$ cat src/rtl/seg7_pkg.sv
// rtl/seg7_pkg.sv - shared types, segment table and sizing helper for the 7-segment scan driver
package seg7_pkg;

    // Scan sequencer states: a digit is lit in SHOW, all anodes are off in DEAD.
    typedef enum logic {
        SHOW = 1'b0,
        DEAD = 1'b1
    } scan_state_t;

    // Active-high segment pattern with every segment dark.
    localparam logic [6:0] SEG_NONE = 7'b000_0000;

    // Hex nibble to active-high segments, bit order {a,b,c,d,e,f,g}.
    function automatic logic [6:0] hex7(input logic [3:0] nib);
        logic [6:0] s;
        case (nib)
            4'h0:    s = 7'b1111110;
            4'h1:    s = 7'b0110000;
            4'h2:    s = 7'b1101101;
            4'h3:    s = 7'b1111001;
            4'h4:    s = 7'b0110011;
            4'h5:    s = 7'b1011011;
            4'h6:    s = 7'b1011111;
            4'h7:    s = 7'b1110000;
            4'h8:    s = 7'b1111111;
            4'h9:    s = 7'b1110011;
            4'hA:    s = 7'b1110111;
            4'hB:    s = 7'b0011111;
            4'hC:    s = 7'b1001110;
            4'hD:    s = 7'b0111101;
            4'hE:    s = 7'b1001111;
            default: s = 7'b1000111;
        endcase
        return s;
    endfunction

    // Register width able to hold 0..m-1, never narrower than one bit.
    function automatic int clog2_min1(input int m);
        return (m > 1) ? $clog2(m) : 1;
    endfunction

endpackage

$ cat src/rtl/hex_to_seg7.sv
// rtl/hex_to_seg7.sv - combinational hex nibble to active-high 7-segment decoder
module hex_to_seg7
    import seg7_pkg::*;
(
    input  logic [3:0] nibble,
    output logic [6:0] seg
);

    // Pure table lookup; polarity is handled by whoever registers the result.
    always_comb begin
        seg = hex7(nibble);
    end

endmodule

$ cat src/rtl/seg7_scan_driver.sv
// rtl/seg7_scan_driver.sv - time-multiplexed N-digit 7-segment driver with dead-time and zero blanking
module seg7_scan_driver
    import seg7_pkg::*;
#(
    parameter int N_DIGITS      = 4,
    parameter int SCAN_DIV      = 50000,
    parameter int DEAD_CYC      = 2,
    parameter int SEG_ACT_LOW   = 0,
    parameter int AN_ACT_LOW    = 1,
    parameter int BLANK_LEADING = 1
) (
    input  logic                    clk,
    input  logic                    rst_n,
    input  logic [4*N_DIGITS-1:0]   value,
    input  logic [N_DIGITS-1:0]     dp_in,
    input  logic [N_DIGITS-1:0]     digit_en,
    input  logic                    load,
    output logic [6:0]              seg,
    output logic                    dp,
    output logic [N_DIGITS-1:0]     an
);

    localparam int IDX_W   = clog2_min1(N_DIGITS);
    localparam int CNT_MAX = (SCAN_DIV > DEAD_CYC) ? SCAN_DIV : DEAD_CYC;
    localparam int CNT_W   = clog2_min1(CNT_MAX);

    localparam logic [CNT_W-1:0] SCAN_LAST = CNT_W'(SCAN_DIV - 1);
    localparam logic [CNT_W-1:0] DEAD_LAST = CNT_W'((DEAD_CYC > 0) ? DEAD_CYC - 1 : 0);
    localparam logic [IDX_W-1:0] IDX_LAST  = IDX_W'(N_DIGITS - 1);

    // Inactive pin levels; XOR with these applies the pin polarity at the output register.
    localparam logic [6:0]          SEG_OFF = (SEG_ACT_LOW != 0) ? 7'h7F : 7'h00;
    localparam logic                DP_OFF  = (SEG_ACT_LOW != 0);
    localparam logic [N_DIGITS-1:0] AN_OFF  = (AN_ACT_LOW != 0) ? '1 : '0;

    logic [4*N_DIGITS-1:0] shadow_val;
    logic [N_DIGITS-1:0]   shadow_dp;
    logic [N_DIGITS-1:0]   shadow_en;

    scan_state_t           state;
    logic [IDX_W-1:0]      idx;
    logic [CNT_W-1:0]      cnt;

    logic [3:0]            sel_nib;
    logic                  sel_dp;
    logic                  sel_en;
    logic                  sel_blank;
    logic [N_DIGITS-1:0]   an_hot;
    logic [N_DIGITS-1:0]   lz;
    logic                  zero_above;
    logic [6:0]            seg_raw;

    // Shadow copy of the display inputs so the pins never see a half-updated word.
    always_ff @(posedge clk or negedge rst_n) begin
        if (!rst_n) begin
            shadow_val <= '0;
            shadow_dp  <= '0;
            shadow_en  <= '0;
        end else if (load) begin
            shadow_val <= value;
            shadow_dp  <= dp_in;
            shadow_en  <= digit_en;
        end
    end

    // Leading-zero mask from the top digit down, then select everything for the current digit.
    always_comb begin
        sel_nib    = 4'h0;
        sel_dp     = 1'b0;
        sel_en     = 1'b0;
        sel_blank  = 1'b0;
        an_hot     = '0;
        lz         = '0;
        zero_above = 1'b1;
        for (int i = N_DIGITS - 1; i >= 0; i--) begin
            zero_above = zero_above & (shadow_val[4*i +: 4] == 4'h0);
            lz[i]      = zero_above;
        end
        for (int i = 0; i < N_DIGITS; i++) begin
            if (idx == IDX_W'(i)) begin
                sel_nib   = shadow_val[4*i +: 4];
                sel_dp    = shadow_dp[i];
                sel_en    = shadow_en[i];
                sel_blank = (BLANK_LEADING != 0) && (i > 0) && lz[i];
                an_hot[i] = 1'b1;
            end
        end
    end

    hex_to_seg7 u_dec (
        .nibble (sel_nib),
        .seg    (seg_raw)
    );

    // Scan sequencer: lit slot of SCAN_DIV cycles per digit, then optional dead-time, pins registered.
    always_ff @(posedge clk or negedge rst_n) begin
        if (!rst_n) begin
            state <= SHOW;
            idx   <= '0;
            cnt   <= '0;
            seg   <= SEG_OFF;
            dp    <= DP_OFF;
            an    <= AN_OFF;
        end else begin
            case (state)
                SHOW: begin
                    seg <= (sel_blank ? SEG_NONE : seg_raw) ^ SEG_OFF;
                    dp  <= sel_dp ^ DP_OFF;
                    an  <= (sel_en ? an_hot : '0) ^ AN_OFF;
                    if (cnt == SCAN_LAST) begin
                        cnt   <= '0;
                        idx   <= (idx == IDX_LAST) ? '0 : idx + 1'b1;
                        state <= (DEAD_CYC > 0) ? DEAD : SHOW;
                    end else begin
                        cnt <= cnt + 1'b1;
                    end
                end
                DEAD: begin
                    seg <= SEG_OFF;
                    dp  <= DP_OFF;
                    an  <= AN_OFF;
                    if (cnt == DEAD_LAST) begin
                        cnt   <= '0;
                        state <= SHOW;
                    end else begin
                        cnt <= cnt + 1'b1;
                    end
                end
            endcase
        end
    end

endmodule
$ cat config.mk
export PLATFORM = sky130hd
export DESIGN_NAME = seg7_scan_driver
export DESIGN_NICKNAME = d
export VERILOG_FILES = /design/src/rtl/seg7_pkg.sv /design/src/rtl/hex_to_seg7.sv /design/src/rtl/seg7_scan_driver.sv
export SDC_FILE = /design/constraint.sdc
export NUM_CORES = 1
export LEC_CHECK = 0
export CAP_MARGIN = 40
export CORE_UTILIZATION = 35
export DETAILED_ROUTE_END_ITERATION = 16
export GPL_TIMING_DRIVEN = 0
export PLACE_DENSITY_LB_ADDON = 0.08
export SLEW_MARGIN = 10
export SYNTH_ARGS = -nofsm -noshare
export SYNTH_HDL_FRONTEND = slang
export SYNTH_SLANG_ARGS = --single-unit
$ cat constraint.sdc
create_clock -name clk -period 2.95 [get_ports clk]
set_input_delay 0.295 -clock clk [delete_from_list [all_inputs] [get_ports clk]]
set_output_delay 0.295 -clock clk [all_outputs]
set_load 0.02 [all_outputs]
==> load_flow_metrics.sql, run 1 <==
INSERT INTO impl_metrics (metric_group, metric, value, unit) VALUES
('die', 'floorplan.die.width', '89.6', 'um'),
('clock_network', 'cts_made_buffers', '5', ''),
('clock_network', 'worst_skew_pair.late_latency', '310', 'ps'),
('run_status', 'outcome', 'finished clean', ''),
('global_route', 'via_count_of_the_first_global_routing_pass', '1909', ''),
('logic_synthesis', 'synth_largest_area_cell', 'dfrtp_1', ''),
('timing', 'slew_viol_final', '0', ''),
('worst_setup_path', 'reg2regPathDepth', '11', ''),
('worst_setup_path', 'required', '3190', 'ps'),
('logic_synthesis', 'syn_nets', '280', ''),
('cells_and_area', 'finalCoreUtilization', '0.453', ''),
('logic_synthesis', 'syn_avg_cell_area', '11.1', 'um2'),
('logic_synthesis', 'postSynthRegisterBits', '55', ''),
('logic_synthesis', 'post_synthesis_cells', '241', ''),
('worst_setup_path', 'critPathMaxFanout', '10', ''),
('cells_and_area', 'layout.area.seq', '1380', 'um2'),
('drt', 'vias', '1871', ''),
('clock_network', 'clock_tree.htree_level_count', '2', ''),
('die', 'initial_cell_density_of_the_core', '0.366', ''),
('power', 'power.density', '506', 'nW/um2'),
('power', 'total_power', '1.68', 'mW'),
('logic_synthesis', 'synth_cell_types', '46', ''),
('timing', 'setup_violations', '0', ''),
('logic_synthesis', 'ys_warn_count', '0', ''),
('cells_and_area', 'final_common_cell', 'dfrtp_1', ''),
('cells_and_area', 'multi_input_gate_area', '1220', 'um2'),
('logic_synthesis', 'synth_top_cell_area_share', '0.475', ''),
('clock_network', 'clk_path_buf_depth', '2', ''),
('logic_synthesis', 'netlist_area', '2690', 'um2'),
('die', 'io_pins', '39', ''),
('logic_synthesis', 'synth-edff-count', '0', ''),
('timing', 'max_freq', '0.394', 'GHz'),
('logic_synthesis', 'ys_async_sr_fraction', '1.00', ''),
('die', 'num_rows', '31', ''),
('die', 'coreArea', '7330', 'um2'),
('global_route', 'grt_antenna_before_repair', '0', ''),
('job', 'cap_violations', '0', ''),
('timing', 'tmin_final', '2540', 'ps'),
('clock_network', 'clock-sinks', '55', ''),
('worst_setup_path', 'timing.reg2reg.setup_slack', '410', 'ps'),
('drt', 'dr.first_iter.drc_count', '69', ''),
('timing', 'finalCritPeriodShare', '0.861', ''),
('global_route', 'grt_first_pass_wirelength', '8920', 'um'),
('worst_setup_path', 'startpoint_type', 'flop', ''),
('global_route', 'pin_count_of_the_biggest_net_entering_global_routing', '56', ''),
('global_route', 'grt_overflow', '0', ''),
('cells_and_area', 'fin_nets', '324', ''),
('drt', 'first_pass_iters', '4', ''),
('drt', 'ant_nets', '0', ''),
('logic_synthesis', 'seq_area_frac_synth', '0.514', ''),
('worst_setup_path', 'criticalPathCategory', 'flop to flop', ''),
('timing', 'timing.hold.ws', '16.3', 'ps'),
('drt', 'total_wirelength_of_the_detailed_routed_design', '5170', 'um'),
('placed_design', 'place.port_buffers', '37', ''),
('placed_design', 'placedInstanceArea', '3180', 'um2'),
('global_route', 'gr-usage-all-layers', '0.146', ''),
('timing', 'worst_slew_pin_slew', '693', 'ps'),
('placed_design', 'detailedPlacementHpwl', '3750', 'um'),
('timing', 'relSlewSlack', '0.538', ''),
('cells_and_area', 'antenna-diode-count', '0', ''),
('hold_path', 'class_of_the_most_critical_hold_timing_path', 'input port to asynchronous set/reset pin', ''),
('timing', 'clock_skew', '5.67', 'ps'),
('worst_setup_path', 'reg2reg_to', 'seg[3]', ''),
('cells_and_area', 'flow.area_growth_from_synthesis', '23.6', '%'),
('timing', 'unrepaired_setup_endpoints_after_global_routing', 'no', ''),
('power', 'max-vdd-ir-drop', '0.262', 'mV'),
('clock_network', 'root_buffer', 'clkbuf_8', ''),
('drt', 'drc', '0', ''),
('die', 'die_h', '89.6', 'um'),
('clock_network', 'postCtsSetupRepairBufs', '0', ''),
('clock_network', 'cts_tree', 'yes', '');
==> worst max-delay path by stage <==
| stage | start | end | slack (ps) |
|---|---|---|---|
| global placement | rst_n | cnt[6] | -200 |
| finish | idx[0] | seg[3] | 410 |
| CTS | idx[0] | seg[3] | 200 |
| detailed placement | idx[0] | seg[3] | 250 |
| global route | idx[0] | seg[3] | 180 |
| floorplan | idx[0] | seg[3] | 610 |
==> state kept, by name, summed over array words and instances (netlist names) <==
| signal | cells |
|---|---|
| dp | 1 |
| seg | 7 |
| idx | 2 |
| cnt | 16 |
| shadow_val | 16 |
| state | 1 |
| shadow_dp | 4 |
| an | 4 |
| shadow_en | 4 |
==> cells by family after synthesis <==
family	synth area share
compound gates	0.105
xor+xnor	0.0489
fa+ha+maj	0.0559
buf+inv	0.0312
flops	0.514
mux	0.104
simple gates	0.141
==> layout make-up <==
cell class / count / area share
sequential: 55 / 0.416
multi-input combinational: 167 / 0.369
timing repair buffer: 37 / 0.111
tap: 99 / 0.0373
clock buffer: 5 / 0.0207
clock inverter: 3 / 0.0204
buffer: 8 / 0.0128
inverter: 11 / 0.0124
==> stage by stage <==
step / setup TNS, ps / setup WS [ps] / std cells
after global placement: -10190 / -204 / 377
after CTS: 0 / 203 / 385
after global routing: 0 / 178 / 385
final: 0 / 410 / 385
after floorplan: 0 / 612 / 241
after detailed placement: 0 / 246 / 377
==> metal layers <==
layer | global-route usage | wire, um | vias up
met1 | 0.195 | 2530 | 896
li1 | - | - | 935
met5 | 0 | 0 | -
met2 | 0.240 | 2370 | 34
met3 | 0.0283 | 199 | 6
met4 | 0.0433 | 63 | 0
==> cells in the mapped netlist (2+ instances only) <==
| master | n |
|---|---|
| dfrtp_1 | 51 |
| mux2_2 | 23 |
| nor2_1 | 20 |
| nand2_1 | 18 |
| a21oi_1 | 12 |
| ha_1 | 12 |
| inv_1 | 11 |
| nand3_1 | 9 |
| o21ai_0 | 8 |
| xor2_1 | 8 |
| xnor2_1 | 7 |
| buf_2 | 4 |
| dfstp_2 | 4 |
| nand3b_1 | 4 |
| nor3_1 | 4 |
| a211oi_1 | 3 |
| a221oi_1 | 3 |
| clkbuf_1 | 3 |
| nand4_1 | 3 |
| nor4_1 | 3 |
| a22oi_1 | 2 |
| and2_1 | 2 |
| and4_1 | 2 |
| mux2i_1 | 2 |
| nor3b_1 | 2 |
==> timing repair <==
item / CTS / global route
gates resized for setup: 0 / 1
setup endpoints to repair: 0 / 1
hold buffers: 0 / 0
==> power by group <==
| part | switching [mW] | leakage [nW] | internal (mW) | total, mW |
|---|---|---|---|---|
| sequential | 0.0253 | 0.662 | 0.807 | 0.832 |
| combinational | 0.123 | 0.692 | 0.138 | 0.261 |
| clock | 0.248 | 0.0644 | 0.338 | 0.587 |
| total | 0.397 | 1.42 | 1.28 | 1.68 |
==> worst max-delay path: stages, from the launching register on <==
cell and delay (ps):
dfrtp_1 430, inv_1 80, ha_1 250, buf_2 200
a21oi_1 110, o21ai_0 120, a22oi_2 290, inv_1 110
ha_1 370, mux2i_1 140, or2_0 240, a21oi_2 110
(Power assumes the default switching activity.)
==> run 2: changes to the inputs <==
--- a/config.mk
+++ b/config.mk
@@ -14,3 +14,4 @@
 export SYNTH_ARGS = -nofsm -noshare
 export SYNTH_HDL_FRONTEND = slang
 export SYNTH_SLANG_ARGS = --single-unit
+export TNS_END_PERCENT = 1
==> results of run 2 <==
Final layout, timing and power as in run 1 (identical DEF).
==> run 3: changes to the inputs <==
--- a/config.mk
+++ b/config.mk
@@ -5,12 +5,12 @@
 export SDC_FILE = /design/constraint.sdc
 export NUM_CORES = 1
 export LEC_CHECK = 0
+export ABC_AREA = 1
 export CAP_MARGIN = 40
 export CORE_UTILIZATION = 35
 export DETAILED_ROUTE_END_ITERATION = 16
 export GPL_TIMING_DRIVEN = 0
 export PLACE_DENSITY_LB_ADDON = 0.08
-export SLEW_MARGIN = 10
 export SYNTH_ARGS = -nofsm -noshare
 export SYNTH_HDL_FRONTEND = slang
 export SYNTH_SLANG_ARGS = --single-unit
==> run 3 against run 2 <==
Against the previous run: area after synthesis up 9.3%; routed wire length increased by 28%; largest cell class unchanged; worst setup slack improved by 33 ps; register-to-register slack improved by 30 ps; synthesized cell count rose by 48%; critical path depth is 3 higher; non-clock buffer count grew 3.
==> load_flow_metrics.sql, run 3 <==
INSERT INTO impl_metrics (metric_group, metric, value, unit) VALUES
('logic_synthesis', 'synth_cell_types', '30', ''),
('logic_synthesis', 'seq_area_frac_synth', '0.471', ''),
('clock_network', 'root_buffer', 'clkbuf_8', ''),
('worst_setup_path', 'endpoint_kind', 'flop', ''),
('cells_and_area', 'final_common_cell', 'nand2_1', ''),
('global_route', 'grt_first_pass_wirelength', '11500', 'um'),
('global_route', 'use_met1', '0.238', ''),
('worst_setup_path', 'worstPathArrival', '2720', 'ps'),
('logic_synthesis', 'post_synthesis_cells', '356', ''),
('global_route', 'global_route.usage.met3', '0.0293', ''),
('cells_and_area', 'layout_cells_sized_above_1', '0.109', ''),
('global_route', 'grt_antenna_before_repair', '0', ''),
('clock_network', 'cts_tree', 'yes', ''),
('clock_network', 'clock_tree.htree_level_count', '2', ''),
('cells_and_area', 'most-common-layout-cells', 'nand2_1, dfrtp_1, inv_1', ''),
('logic_synthesis', 'netlist_area', '2940', 'um2'),
('global_route', 'via_count_of_the_first_global_routing_pass', '2364', ''),
('timing', 'setup_violations', '0', ''),
('power', 'power.density', '450', 'nW/um2'),
('run_status', 'outcome', 'finished clean', ''),
('timing', 'clock_skew', '13.2', 'ps'),
('logic_synthesis', 'synth_largest_area_cell', 'dfrtp_1', ''),
('power', 'max-vdd-ir-drop', '0.162', 'mV'),
('drt', 'total_wirelength_of_the_detailed_routed_design', '6610', 'um'),
('placed_design', 'final_weighted_congestion_of_routability_driven_global_placement', '0.866', ''),
('logic_synthesis', 'syn_nets', '395', ''),
('logic_synthesis', 'ys_top_cells_by_count', 'nand2_1, dfrtp_1, inv_1, nand3_1, nor2_1', ''),
('timing', 'unrepaired_setup_endpoints_after_global_routing', 'no', ''),
('logic_synthesis', 'synth.area.top_cells', 'dfrtp_1, nand2_1, inv_1, nand3_1, ha_1', ''),
('clock_network', 'cts_made_buffers', '5', ''),
('timing', 'max_freq', '0.399', 'GHz'),
('global_route', 'gr-usage-all-layers', '0.170', ''),
('die', 'initial_cell_density_of_the_core', '0.359', ''),
('clock_network', 'cts_resized', '0', ''),
('clock_network', 'worst_skew_pair.late_latency', '320', 'ps'),
('drt', 'avgViaCountPerCell', '4.75', ''),
('die', 'num_rows', '33', ''),
('logic_synthesis', 'postSynthRegisterBits', '55', ''),
('cells_and_area', 'fin_nets', '441', ''),
('drt', 'drc', '0', ''),
('global_route', 'peak_usage_layer_in_the_global_routing_report', 'met2', ''),
('worst_setup_path', 'startpoint_type', 'flop', ''),
('drt', 'dr.first_iter.drc_count', '96', ''),
('die', 'die_h', '93.6', 'um'),
('timing', 'relSlewSlack', '0.670', ''),
('logic_synthesis', 'syn_avg_cell_area', '8.25', 'um2'),
('drt', 'wl_per_cell', '13.0', 'um'),
('drt', 'vias', '2414', ''),
('timing', 'worst_slew_pin_slew', '493', 'ps'),
('die', 'floorplan.die.width', '93.6', 'um'),
('logic_synthesis', 'postSynth.topFlopCell', 'dfrtp_1', ''),
('die', 'coreArea', '8180', 'um2'),
('clock_network', 'cts.reportedPaths.clkPinSlew', '110', 'ps'),
('logic_synthesis', 'ys_warn_count', '0', ''),
('cells_and_area', 'flow.area_growth_from_synthesis', '22.0', '%'),
('global_route', 'grt_overflow', '0', ''),
('cells_and_area', 'largest_registers', 'cnt (16), shadow_val (16), seg (7)', ''),
('clock_network', 'clock-sinks', '55', ''),
('timing', 'finalCritPeriodShare', '0.850', ''),
('power', 'power.static_leakage', '1.72', 'nW'),
('die', 'io_pins', '39', ''),
('placed_design', 'place.port_buffers', '37', ''),
('job', 'cap_violations', '0', ''),
('logic_synthesis', 'synth_top_cell_area_share', '0.435', ''),
('die', 'die-area', '8760', 'um2'),
('logic_synthesis', 'synth-edff-count', '0', ''),
('hold_path', 'class_of_the_most_critical_hold_timing_path', 'input port to flop', ''),
('worst_setup_path', 'criticalPathCategory', 'flop to flop', ''),
('power', 'total_power', '1.61', 'mW'),
('global_route', 'pin_count_of_the_biggest_net_entering_global_routing', '37', ''),
('drt', 'ant_nets', '0', ''),
('timing', 'slew_viol_final', '0', ''),
('clock_network', 'clk_path_buf_depth', '2', ''),
('cells_and_area', 'antenna-diode-count', '0', ''),
('timing', 'hold_viol', '0', ''),
('timing', 'timing.hold.ws', '377', 'ps'),
('logic_synthesis', 'ys_async_sr_fraction', '1.00', ''),
('placed_design', 'detailedPlacementHpwl', '5040', 'um'),
('logic_synthesis', 'yosysMostFrequentCell', 'nand2_1', ''),
('global_route', 'grt_use_met2', '0.269', ''),
('worst_setup_path', 'required', '3160', 'ps'),
('drt', 'first_pass_iters', '4', ''),
('timing', 'tmin_final', '2510', 'ps'),
('worst_setup_path', 'critPathMaxFanout', '7', '');
[run 3: final cells by class]
| class | count | area, um2 |
|---|---|---|
| Clock buffer | 5 | 68.8 |
| Inverter | 48 | 180 |
| Buffer | 9 | 46.3 |
| Multi-Input combinational cell | 244 | 1330 |
| Sequential cell | 55 | 1380 |
| Fill cell | 840 | 4590 |
| Timing Repair Buffer | 39 | 395 |
| Tap cell | 105 | 131 |
| Clock inverter | 3 | 50.0 |
[run 3: final timing paths]
check / start / endpoint / slack, ps / cells after the start
max reg2reg: idx[1] / seg[3] / 440 / 14
min reg2reg: shadow_en[3] / an[3] / 470 / 1
min in group asynchronous: rst_n / shadow_val[1] / 440 / 2
max in group asynchronous: rst_n / an[1] / 1900 / 3
min: load / shadow_val[5] / 380 / 2
max: idx[1] / seg[3] / 440 / 14
[run 3: report_power, final]
group	leakage (nW)	total [mW]	internal (mW)	switching [mW]
sequential	0.665	0.824	0.803	0.0204
combinational	0.998	0.251	0.117	0.134
clock	0.0607	0.536	0.262	0.274
total	1.72	1.61	1.18	0.428
[run 3: logic make-up (layout without fill, tap and decap cells)]
| group | Yosys count | in the layout | share of synthesized area |
|---|---|---|---|
| adders and majority gates | 12 | 12 | 0.0511 |
| AOI/OAI and AO/OA | 39 | 39 | 0.0725 |
| DFF | 55 | 55 | 0.471 |
| and+or+nand+nor | 174 | 174 | 0.262 |
| xor gates and xnor gates | 7 | 7 | 0.0209 |
| buffers and inverters | 57 | 104 | 0.0772 |
| muxes | 12 | 12 | 0.0460 |
[run 3: worst max-delay path, stage by stage (launching register included)]
cell and delay [ps]:
dfrtp_1 430, inv_1 90, ha_1 320, inv_2 130, nand2_1 120, o21ai_0 110, a21boi_1 420, inv_1 140
ha_1 340, inv_1 90, nand2_2 50, nand2_1 50, nand2_1 50, nand2_1 50, nor2_1 40
[run 3: per-stage QoR]
stage	utilization	setup slack [ps]	cell area [um2]	setup TNS, ps	cells
final	0.438	442	3580	0	508
after global routing	0.438	153	3580	0	508
after CTS	0.438	429	3580	0	508
after detailed placement	0.422	463	3450	0	499
after global placement	0.420	-206	3440	-10300	498
after floorplan	-	860	2940	0	356
[run 3: timing repair]
item / in CTS / in global routing
buffers inserted: 0 / 0
endpoints found under the setup margin: 0 / 0
hold endpoints to repair: 19 / 0
hold buffers: 1 / 0
[run 3: layer usage]
metal,up-vias,routed length [um]
met5,-,0
met4,0,80
met3,6,229
met2,41,2980
met1,1132,3320
li1,1235,-
